--- config.mk ---
export PLATFORM = sky130hd
export DESIGN_NAME = vlc_receive_deser
export DESIGN_NICKNAME = d
export VERILOG_FILES = /design/src/rtl/vlc_pkg.sv /design/src/rtl/vlc_line_filter.sv /design/src/rtl/vlc_receive_deser.sv
export SDC_FILE = /design/constraint.sdc
export NUM_CORES = 1
export LEC_CHECK = 0
export CELL_PAD_IN_SITES_DETAIL_PLACEMENT = 2
export CELL_PAD_IN_SITES_GLOBAL_PLACEMENT = 2
export CORE_UTILIZATION = 32
export DETAILED_ROUTE_END_ITERATION = 8
export PLACE_DENSITY_LB_ADDON = 0.3
export SETUP_SLACK_MARGIN = 0.15
export SLEW_MARGIN = 20
export SYNTH_ARGS = -nofsm -noshare
export SYNTH_HDL_FRONTEND = slang
export SYNTH_HIERARCHICAL = 1
export SYNTH_SLANG_ARGS = --single-unit
--- constraint.sdc ---
create_clock -name iClk -period 2.7 [get_ports iClk]
set_input_delay 0.27 -clock iClk [delete_from_list [all_inputs] [get_ports iClk]]
set_output_delay 0.27 -clock iClk [all_outputs]
set_load 0.05 [all_outputs]
--- src/rtl/vlc_pkg.sv ---
// vlc_pkg: shared VLC link types and frame constants
package vlc_pkg;
   typedef enum logic [1:0] {IDLE, START, DATA, STOP} state_t;
   localparam logic START_BIT = 1'b1;
   localparam logic STOP_BIT = 1'b0;
   localparam int WORD_W = 32;
   localparam int CLKS_PER_BIT_DEF = 33333;
endpackage

--- src/rtl/vlc_line_filter.sv ---
// vlc_line_filter: synchronizes the raw line, majority-of-3 filters it and flags rising edges
module vlc_line_filter (
   input  logic clk,
   input  logic rst,
   input  logic raw,
   output logic line,
   output logic rise
);
   logic [1:0] sync;
   logic [2:0] win;
   logic line_q;
   always_ff @(posedge clk)
      if (rst) begin
         sync <= '0;
         win <= '0;
         line_q <= 1'b0;
      end else begin
         sync <= {sync[0], raw};
         win <= {win[1:0], sync[1]};
         line_q <= line;
      end
   assign line = (win[0] & win[1]) | (win[0] & win[2]) | (win[1] & win[2]);
   assign rise = line & ~line_q;
endmodule

--- src/rtl/vlc_receive_deser.sv ---
// vlc_receive_deser: recovers framed 32-bit words from the VLC line into a valid/ready holding register
module vlc_receive_deser
   import vlc_pkg::*;
#(
   parameter int CLKS_PER_BIT = CLKS_PER_BIT_DEF,
   parameter int CNT_W = 16
) (
   input  logic              iClk,
   input  logic              iReset,
   input  logic              iEnable,
   input  logic              iData,
   input  logic              iReady,
   input  logic              iClear,
   output logic [WORD_W-1:0] oData,
   output logic              oValid,
   output logic              oBusy,
   output logic              oFrame_err,
   output logic              oOverflow,
   output logic [31:0]       oWord_cnt
);
   localparam int IDX_W = $clog2(WORD_W);
   localparam logic [CNT_W-1:0] HALF = CNT_W'(CLKS_PER_BIT / 2 - 1);
   localparam logic [CNT_W-1:0] FULL = CNT_W'(CLKS_PER_BIT - 1);
   localparam logic [IDX_W-1:0] IDX_TOP = IDX_W'(WORD_W - 1);
   state_t state, state_nxt;
   logic [CNT_W-1:0] cnt;
   logic [IDX_W-1:0] idx;
   logic [WORD_W-1:0] sr;
   logic line, rise, expire, stop_hit, good, ferr_set, load, drop;
   vlc_line_filter u_filter (
      .clk(iClk),
      .rst(iReset),
      .raw(iData),
      .line(line),
      .rise(rise)
   );
   assign expire = cnt == '0;
   assign stop_hit = iEnable && state == STOP && expire;
   assign good = stop_hit && line == STOP_BIT;
   assign ferr_set = stop_hit && line != STOP_BIT;
   // a word may replace the held one when the consumer takes it in the same cycle
   assign load = good && (!oValid || iReady);
   assign drop = good && oValid && !iReady;
   assign oBusy = state != IDLE;
   always_comb begin
      state_nxt = state;
      if (!iEnable) state_nxt = IDLE;
      else
         case (state)
            IDLE:    state_nxt = rise ? START : IDLE;
            START:   state_nxt = expire ? (line == START_BIT ? DATA : IDLE) : START;
            DATA:    state_nxt = (expire && idx == '0) ? STOP : DATA;
            STOP:    state_nxt = expire ? IDLE : STOP;
            default: state_nxt = IDLE;
         endcase
   end
   always_ff @(posedge iClk)
      if (iReset) begin
         state <= IDLE;
         cnt <= '0;
         idx <= '0;
         sr <= '0;
      end else begin
         state <= state_nxt;
         cnt <= (state_nxt != state || expire) ? (state_nxt == START ? HALF : FULL) : cnt - CNT_W'(1);
         idx <= (state == START) ? IDX_TOP : (state == DATA && expire) ? idx - IDX_W'(1) : idx;
         sr <= (state == DATA && expire) ? {sr[WORD_W-2:0], line} : (state == IDLE ? '0 : sr);
      end
   always_ff @(posedge iClk)
      if (iReset) begin
         oData <= '0;
         oValid <= 1'b0;
         oWord_cnt <= '0;
         oFrame_err <= 1'b0;
         oOverflow <= 1'b0;
      end else begin
         oData <= load ? sr : oData;
         oWord_cnt <= load ? oWord_cnt + 32'd1 : oWord_cnt;
         oValid <= load | (oValid & ~iReady);
         oOverflow <= drop | (oOverflow & ~iClear);
         oFrame_err <= ferr_set | (oFrame_err & ~iClear);
      end
endmodule

==> run_results.csv <==
group,metric,value,unit
outcome,status,"completed",
clock_network,clk_pin_slew_worst_paths,0.06,ns
placed_design,portBuffers,73,
final_layout,diodes,0,
pwr,powerDensity,758,nW/um2
sta,rsz0062_at_grt,"no",
sta,maxSlewHeadroom,49.9,%
clock_network,clk_latency,0.42,ns
clock_network,cts_buffers,17,
placed_design,placed_cells,906,
pwr,vdd_drop_max,462,uV
critical_path,critical-path-top-delay-family,"buffers and inverters",
placed_design,dp_hpwl,10700,um
die,coreArea,15900,um2
synth,yosysSeqAreaShare,48.8,%
synth,synth_fp_nets,649,
synth,synth_edf_count,0,
synth,synth_most_common_cell,"dfxtp_1",
sta,timing.fmax,416,MHz
final_layout,drive_gt1_share,8.73,%
die,die_area,16900,um2
clock_network,cts_tree,"yes",
routing,ant_nets,0,
clock_network,cts.sinks,128,
sta,fin_worst_skew,0.00839,ns
clock_network,postCtsHoldBufs,0,
critical_path,critPathCaptureType,"output port",
global_routing,grt.overflow.total,0,
routing,avgViaCountPerCell,5.21,
routing,vias,4885,
synth,syn_avg_cell_area,8.23,um2
sta,worst_slew_pin_slew,0.751,ns
die,boundaryPins,74,
final_layout,design_area,6960,um2
sta,finalCriticalPeriod,2.41,ns
final_layout,area_growth,32.6,%
critical_path,max_stage_delay,0.51,ns
global_routing,grt_max_degree,73,
sta,setup_viol,0,
sta,hold_violations,0,
critical_path,slowest_stage,"dfxtp_1",
routing,drc,0,
sta,slew_viol_final,0,
critical_path,cp.arrival,2.14,ns
critical_path,startpoint_type,"flop",
synth,synthFlopType,"dfxtp_1",
critical_path,reg2reg_slack,0.30,ns
synth,synthArstFlopShare,0,%
critical_path,crit_buf_inv,3,
sta,fin_setup_tns,0,ns
routing,wl,17000,um
die,rows,46,
clock_network,htreeDepth,4,
routing,wl_per_cell,18.1,um
global_routing,grt_pass1_wl,27800,um
global_routing,antenna_found_initial,0,
global_routing,grt_util_all_layers,21.4,%
routing,first_iter_violations,187,
sta,min_period_over_period,89.1,%
synth,synth_cell_types,47,
critical_path,critical_path_required,2.43,ns
final_layout,layoutNonFillerInstCount,938,
final_layout,nets,720,
synth,synthTopCellsByArea,"dfxtp_1, nand2_1, a21oi_1, nand3_1, xnor2_1",
routing,firstDrtPassIters,4,
synth,synthTopCellsByCount,"dfxtp_1, nand2_1, a21oi_1",
synth,synth_cells,638,
critical_path,path_cells,"clkinv_1 -> nand2_1 -> buf_4 -> buf_12",
clock_network,cts_buffer_depth,2,
synth,synth_seq_cells,128,
synth,netlist_area,5250,um2
die,start_util,32.9,%
worst_hold_path,holdCritPathClass,"input port to flop",
critical_path,crit_fanout,36,
critical_path,critPathKind,"flop to output port",
synth,synth_top_area_share,48.8,%
clock_network,clockRootBuffer,"clkbuf_16",
placed_design,globalplace.congestion,0.786,
run,drv_cap,0,
synth,synth_top_area_cell,"dfxtp_1",
global_routing,grt_pass1_vias,5311,
die,die_y,130,um
pwr,p_leak,2.23,nW
synth,yosysWarningCount,6,
sta,hold_slack,0.396,ns
placed_design,placed_area,6290,um2
die,die_w,130,um
## flip-flops by register name, indices dropped and copies added (netlist names)
register         flops
oData               32
oWord_cnt           32
sr                  32
cnt                 16
idx                  5
u_filter/win         3
state                2
u_filter/sync        2
oFrame_err           1
oOverflow            1
oValid               1
u_filter/line_q      1
## repair_timing
item                                    in CTS  in global routing
resized for setup                            1                  2
endpoints found under the setup margin       3                  4
setup buffers                                0                  0
## placed cells by master (no fill, tap or decap), drive strengths merged, types with 4 or more instances in the layout
master and n:
inv 15, xnor2 27, clkinv 6, dfxtp 128
nor4 20, nor2b 7, clkdlybuf4s50 71, and4 5
nand2 119, clkbuf 19, nor2 41, a21oi 82
buf 21, bufinv 5, or3 10, nor3 16
xor2 5, a211oi 4, nand4 11, nand3 55
ha 5, o21ai 16
## cell type report
cell class / instances / area (um2)
Multi-Input combinational cell: 455 / 2500
Tap cell: 216 / 270
Sequential cell: 128 / 2560
Inverter: 15 / 56.3
Clock inverter: 13 / 210
Timing Repair Buffer: 92 / 918
Fill cell: 1750 / 8980
Clock buffer: 19 / 443
## through the flow
| stage | utilization [%] | power, W | worst slack, ns |
|---|---|---|---|
| floorplan | - | 0.00251 | 0.372 |
| global placement | 39.4 | 0.00266 | 0.284 |
| detailed placement | 39.4 | 0.00272 | 0.238 |
| CTS | 43.6 | 0.00535 | 0.191 |
| global route | 43.7 | 0.00549 | 0.169 |
| finish | 43.7 | 0.00528 | 0.294 |
## metal layers
| layer | share of wire [%] | track usage (%) | wire length [um] | vias to the layer above |
|---|---|---|---|---|
| li1 | - | - | - | 2351 |
| met1 | 44 | 25.6 | 7490 | 2452 |
| met2 | 52 | 38.1 | 8780 | 64 |
| met3 | 2.9 | 4.55 | 486 | 18 |
| met4 | 1.2 | 6.77 | 199 | 0 |
| met5 | 0 | 0 | 0 | - |
## final timing paths
kind | startpoint | depth (start not counted) | end
worst max-delay path | state[0] | 4 | oBusy
worst min-delay path | iReset | 2 | u_filter/sync[0]
worst max register to register | cnt[0] | 8 | oWord_cnt[27]
worst min register to register | u_filter/sync[0] | 1 | u_filter/sync[1]
## power breakdown
group	switching [W]	leakage, nW	internal, W
clock	0.000888	0.314	0.00166
sequential	0.0000860	1.03	0.00196
combinational	0.000419	0.883	0.000264
total	0.00139	2.23	0.00389
## worst reg2reg max path, cell delays in order, from the launching register on
cell and delay [ns]:
dfxtp_1 0.33, inv_1 0.09, ha_1 0.18, nor4b_4 0.34
nand4_4 0.15, buf_4 0.27, or3_1 0.46, or3_1 0.38
a21oi_1 0.15
## cell families after synthesis
family	Yosys count	share of synthesized area, %
AOI/OAI and AO/OA	118	12.3
xor gates and xnor gates	32	5.34
adders and majority gates	6	1.41
buffers and inverters	55	4.12
DFF	128	48.8
muxes	1	0.191
and+or+nand+nor	298	27.8
(Power assumes the default switching activity.)
